<file path="src/rtl/wos_window_seq.sv">
// Window sequencer for the weighted order statistics filter: paces the raster pixel stream
// into the window/line shift chain and flags complete in-image KxK windows to the rank core.
// Optional build macro WOS_SEQ_STATS_EN adds win_count/stall_count statistics outputs.
module wos_window_seq #(
    parameter int bits  = 8,
    parameter int IMG_W = 640,
    parameter int IMG_H = 480,
    parameter int K     = 3
) (
    input  logic                     clk,
    input  logic                     rst,
    input  logic                     frame_start,
    input  logic                     in_valid,
    input  logic [bits-1:0]          in_pixel,
    output logic                     in_ready,
    output logic                     shift_en,
    output logic [bits-1:0]          shift_data,
    output logic                     win_valid,
    input  logic                     win_ready,
    output logic [$clog2(IMG_W)-1:0] col,
    output logic [$clog2(IMG_H)-1:0] row,
    output logic                     busy,
    output logic                     frame_done
`ifdef WOS_SEQ_STATS_EN
    ,
    output logic [31:0]              win_count,
    output logic [31:0]              stall_count
`endif
);

    localparam int CW = $clog2(IMG_W);
    localparam int RW = $clog2(IMG_H);
    localparam logic [CW-1:0] COL_LAST = CW'(IMG_W - 1);
    localparam logic [RW-1:0] ROW_LAST = RW'(IMG_H - 1);
    localparam logic [CW-1:0] COL_WIN  = CW'(K - 1);
    localparam logic [RW-1:0] ROW_WIN  = RW'(K - 1);

    typedef enum logic [1:0] {
        IDLE  = 2'd0,
        RUN   = 2'd1,
        DRAIN = 2'd2
    } state_t;

    state_t          state_r, state_s;
    logic [CW-1:0]   col_r, col_s, next_col_s;
    logic [RW-1:0]   row_r, row_s, next_row_s;
    logic            first_r, first_s;
    logic            win_valid_r, win_valid_s;
    logic            busy_r, busy_s;
    logic            frame_done_r, frame_done_s;
    logic            in_ready_s, accept_s, start_s;

    // Position of the pixel that would be accepted this cycle; the first pixel starts at (0,0).
    always_comb begin
        next_col_s = col_r;
        next_row_s = row_r;
        if (first_r) begin
            next_col_s = {CW{1'b0}};
            next_row_s = {RW{1'b0}};
        end else if (col_r == COL_LAST) begin
            next_col_s = {CW{1'b0}};
            next_row_s = row_r + {{(RW-1){1'b0}}, 1'b1};
        end else begin
            next_col_s = col_r + {{(CW-1){1'b0}}, 1'b1};
            next_row_s = row_r;
        end
    end

    // Next-state, handshake and position/window update logic.
    always_comb begin
        state_s      = state_r;
        col_s        = col_r;
        row_s        = row_r;
        first_s      = first_r;
        busy_s       = busy_r;
        frame_done_s = 1'b0;
        in_ready_s   = 1'b0;
        accept_s     = 1'b0;
        start_s      = 1'b0;
        win_valid_s  = win_valid_r && !win_ready;
        case (state_r)
            IDLE: begin
                // A start coinciding with the completion pulse is deliberately dropped.
                if (frame_start && !frame_done_r) begin
                    start_s = 1'b1;
                    state_s = RUN;
                    busy_s  = 1'b1;
                    first_s = 1'b1;
                    col_s   = {CW{1'b1}};
                    row_s   = {RW{1'b1}};
                end else begin
                    state_s = IDLE;
                end
            end
            RUN: begin
                in_ready_s = !win_valid_r || win_ready;
                accept_s   = in_valid && in_ready_s;
                if (accept_s) begin
                    col_s   = next_col_s;
                    row_s   = next_row_s;
                    first_s = 1'b0;
                    if ((next_col_s >= COL_WIN) && (next_row_s >= ROW_WIN)) begin
                        win_valid_s = 1'b1;
                    end else begin
                        win_valid_s = win_valid_r && !win_ready;
                    end
                    if ((next_col_s == COL_LAST) && (next_row_s == ROW_LAST)) begin
                        state_s = DRAIN;
                    end else begin
                        state_s = RUN;
                    end
                end else begin
                    state_s = RUN;
                end
            end
            DRAIN: begin
                if (!win_valid_r || win_ready) begin
                    state_s      = IDLE;
                    busy_s       = 1'b0;
                    frame_done_s = 1'b1;
                end else begin
                    state_s = DRAIN;
                end
            end
            default: begin
                state_s = IDLE;
                busy_s  = 1'b0;
            end
        endcase
    end

    // State and position registers; async reset abandons any frame in flight.
    always_ff @(posedge clk or negedge rst) begin
        if (!rst) begin
            state_r      <= IDLE;
            col_r        <= {CW{1'b0}};
            row_r        <= {RW{1'b0}};
            first_r      <= 1'b0;
            win_valid_r  <= 1'b0;
            busy_r       <= 1'b0;
            frame_done_r <= 1'b0;
        end else begin
            state_r      <= state_s;
            col_r        <= col_s;
            row_r        <= row_s;
            first_r      <= first_s;
            win_valid_r  <= win_valid_s;
            busy_r       <= busy_s;
            frame_done_r <= frame_done_s;
        end
    end

    assign in_ready   = in_ready_s;
    assign shift_en   = accept_s;
    assign shift_data = in_pixel;
    assign win_valid  = win_valid_r;
    assign col        = col_r;
    assign row        = row_r;
    assign busy       = busy_r;
    assign frame_done = frame_done_r;

`ifdef WOS_SEQ_STATS_EN
    logic [31:0] win_count_r, win_count_s;
    logic [31:0] stall_count_r, stall_count_s;

    // Statistics next values; cleared by an accepted frame start, held after completion.
    always_comb begin
        win_count_s   = win_count_r;
        stall_count_s = stall_count_r;
        if (start_s) begin
            win_count_s   = 32'd0;
            stall_count_s = 32'd0;
        end else begin
            if (win_valid_r && win_ready) begin
                win_count_s = win_count_r + 32'd1;
            end else begin
                win_count_s = win_count_r;
            end
            if ((state_r == RUN) && in_valid && !in_ready_s) begin
                stall_count_s = stall_count_r + 32'd1;
            end else begin
                stall_count_s = stall_count_r;
            end
        end
    end

    // Statistics registers.
    always_ff @(posedge clk or negedge rst) begin
        if (!rst) begin
            win_count_r   <= 32'd0;
            stall_count_r <= 32'd0;
        end else begin
            win_count_r   <= win_count_s;
            stall_count_r <= stall_count_s;
        end
    end

    assign win_count   = win_count_r;
    assign stall_count = stall_count_r;
`endif

endmodule

</file>
<file path="config.mk">
export PLATFORM = sky130hd
export DESIGN_NAME = wos_window_seq
export DESIGN_NICKNAME = d
export VERILOG_FILES = /design/src/rtl/wos_window_seq.sv
export SDC_FILE = /design/constraint.sdc
export NUM_CORES = 1
export LEC_CHECK = 0
export BUFFER_PORTS_ARGS = -buffer_cell sky130_fd_sc_hd__buf_2
export CAP_MARGIN = 20
export CORE_ASPECT_RATIO = 1.2
export CORE_MARGIN = 3
export CORE_UTILIZATION = 35
export DETAILED_ROUTE_END_ITERATION = 6
export RECOVER_POWER = 25
export SYNTH_ARGS = -nofsm -noshare
export SYNTH_HDL_FRONTEND = slang
export SYNTH_SLANG_ARGS = --single-unit
export TNS_END_PERCENT = 50
</file>
<file path="constraint.sdc">
create_clock -name clk -period 2.6 [get_ports clk]
set_input_delay 0.39 -clock clk [delete_from_list [all_inputs] [get_ports clk]]
set_output_delay 0.39 -clock clk [all_outputs]
set_load 0.05 [all_outputs]
</file>
==> out/results.ini <==
[setup_path]
critPathArrivalTime_ps=2450
reg2reg_from=col[8]
r2r_cells=6
crit_end=state_r[0]
endpoint_kind=register
worst_r2r_endpoint=state_r[0]
required_ps=2770
rrSetupSlack_ps=320
critPathLaunchType=register
timing_worst_setup_path_type=reg2reg
crit_start=col[8]
path_max_fanout=10

[timing]
fin_crit_sh=0.8783
finalSetupViolations=0
finClkSkew_ps=6.466
setup-tns-final_ps=0
rsz0062_at_grt=false
period_needed_ps=2284
drv_slew=0
worst_slew_pin_slew_ps=1378
whs_ps=412.8
hold_viol_final=0
fmax_mhz=437.9
fin_ws_ps=316.5
relSlewSlack=0.08106

[global_routing]
overflow=0
grt_pass1_wl_um=8556
gr-usage-all-layers=0.1750
grt_pass1_vias=1669
grt_max_degree=26
antenna_found_initial=0

[synthesis]
netlist.top_cell.by_area=dfrtp_1
yosysSeqAreaShare=0.3432
synthCells=226
syn-num-nets=241
ys_types=44
avgSynthCellArea_um2=8.066
synth-main-ff-cell=dfrtp_1
synth_edf_count=0
synth_area_leaders=dfrtp_1 (34%), nor2_1 (5.6%), o21ai_0 (5.2%), xnor2_1 (4.8%), a21oi_1 (4.7%)
ys_warn_count=0
synth_seq_cells=25
synth_top_cell_area_share=0.3432
synthArstFlopShare=1.000
netlist_area_um2=1823

[finish]
fillCellCount=528
n_antenna_cell=0
layout_common_cells=buf_2 (27), nor2_1 (26), dfrtp_1 (25)
drive_gt1_frac=0.2097
area_growth_pct=13.18
final_common_cell=buf_2
layout.nets=264

[floorplanning]
ioPinCount=45
fp.dieW_um=71.88
rows=28
initial_core_util=0.3664
core_um2=4975
die_h_um=85.06
dieArea_um2=6114

[clocking]
cts_tree=done
ctsResizeCount=0
clockRootBuffer=clkbuf_8
cts-buffers-inserted=3
path_clk_slew_ps=90
postCtsSetupBuffers=0
clockBufferDepth=2
clock_sinks=25
ctsHtreeMaxLevel=1
cts-hold-fix-buffers=0
clkLatencyLatePin_ps=270

[placement]
io_buffers=28
dp_hpwl_um=3808
dp_slack_ps=355.0
place.gp.congestion=0.9692

[pwr]
power.density_nw_per_um2=1264
total_leakage_power_nw=0.8193
ir_worst_vdd_v=0.0005577

[run]
cap_violations=0

[detailed_routing]
via_count=1777
viasPerCell=5.769
wire_per_inst_um=16.63
drtIter0Drc=105
ant_nets=0
drtPass1Iterations=4
wl_um=5123
drc=0

[hold_path]
hold_class=in2async

[outcome]
outcome=finished clean

## where the power goes
part	internal [mW]	switching [mW]
Combinational	0.506	1.07
Sequential	0.521	0.273
Clock	0.110	0.126
Total	1.14	1.47
## synth_stat cells, types with 2 or more instances
cell type,instances
o21ai_0,19
nor3b_1,5
nor3_1,9
nand4_1,9
a21o_1,3
mux2i_1,2
and3_1,3
o21a_1,2
o22a_1,6
nor4_1,3
nand3_1,11
clkbuf_1,10
a31oi_1,4
nand2b_1,4
nand2_1,14
a21oi_1,17
buf_4,10
inv_1,2
nor2b_1,2
xnor2_1,10
o31ai_1,2
buf_2,4
ha_1,2
a211o_1,2
a41oi_1,2
nor2_1,27
dfrtp_1,25
## critical path, stage by stage, from the launching register on
cell and delay [ps]:
dfrtp_1 500, or3b_4 460, nor4_4 290, or3b_1 410, a21oi_2 180, nand4_1 140
a21o_1 200
## cell type report
| cell class | instances | area (um2) | share of cell area |
|---|---|---|---|
| timing repair buffer | 42 | 244.0 | 0.1183 |
| multi-input combinational | 174 | 1062 | 0.5149 |
| clock buffer | 4 | 45.04 | 0.02183 |
| tap | 60 | 75.07 | 0.03639 |
| inverter | 3 | 11.26 | 0.005458 |
| sequential | 25 | 625.6 | 0.3032 |
## how the worst min path moves through the flow
stage | start | to | slack (ps) | cells after the start
CTS | rst | first_r | 120 | 1
floorplan | rst | busy | 90 | 0
global placement | rst | row[0] | 430 | 1
detailed placement | rst | first_r | 430 | 1
finish | rst | first_r | 410 | 1
global route | win_ready | state_r[1] | 500 | 4
## routing by layer
layer | vias to the layer above | wire length (um) | global-route usage
met5 | - | 0 | 0
met4 | 0 | 170 | 0.06667
met3 | 15 | 280 | 0.02014
met2 | 70 | 2370 | 0.2742
met1 | 833 | 2301 | 0.2458
li1 | 859 | - | -
## sequential cells by signal (all words and copies together) (netlist names)
name	flops
busy	1
state_r	2
first_r	1
col	10
row	9
win_valid	1
frame_done	1
## metrics by stage
stage                     power [mW]  std cells  cell area [um2]    util
final                          2.609        308             2063  0.4147
after global routing           2.805        308             2063  0.4147
after CTS                      2.612        308             2064  0.4150
after detailed placement       2.367        304             2019  0.4059
after global placement         2.367        304             2019  0.4059
after floorplan                1.988        226             1827       -
## kinds of logic (layout without fill, tap and decap cells)
| kind of cell | Yosys count | after routing | share of synthesized area |
|---|---|---|---|
| AOI/OAI and AO/OA | 65 | 65 | 0.2251 |
| xor gates and xnor gates | 10 | 10 | 0.04804 |
| adders and majority gates | 2 | 2 | 0.01372 |
| buffers and inverters | 27 | 49 | 0.07893 |
| DFF | 25 | 25 | 0.3432 |
| muxes | 3 | 3 | 0.01716 |
| and+or+nand+nor | 94 | 94 | 0.2739 |
No activity file was read; power rests on OpenSTA's default activity.
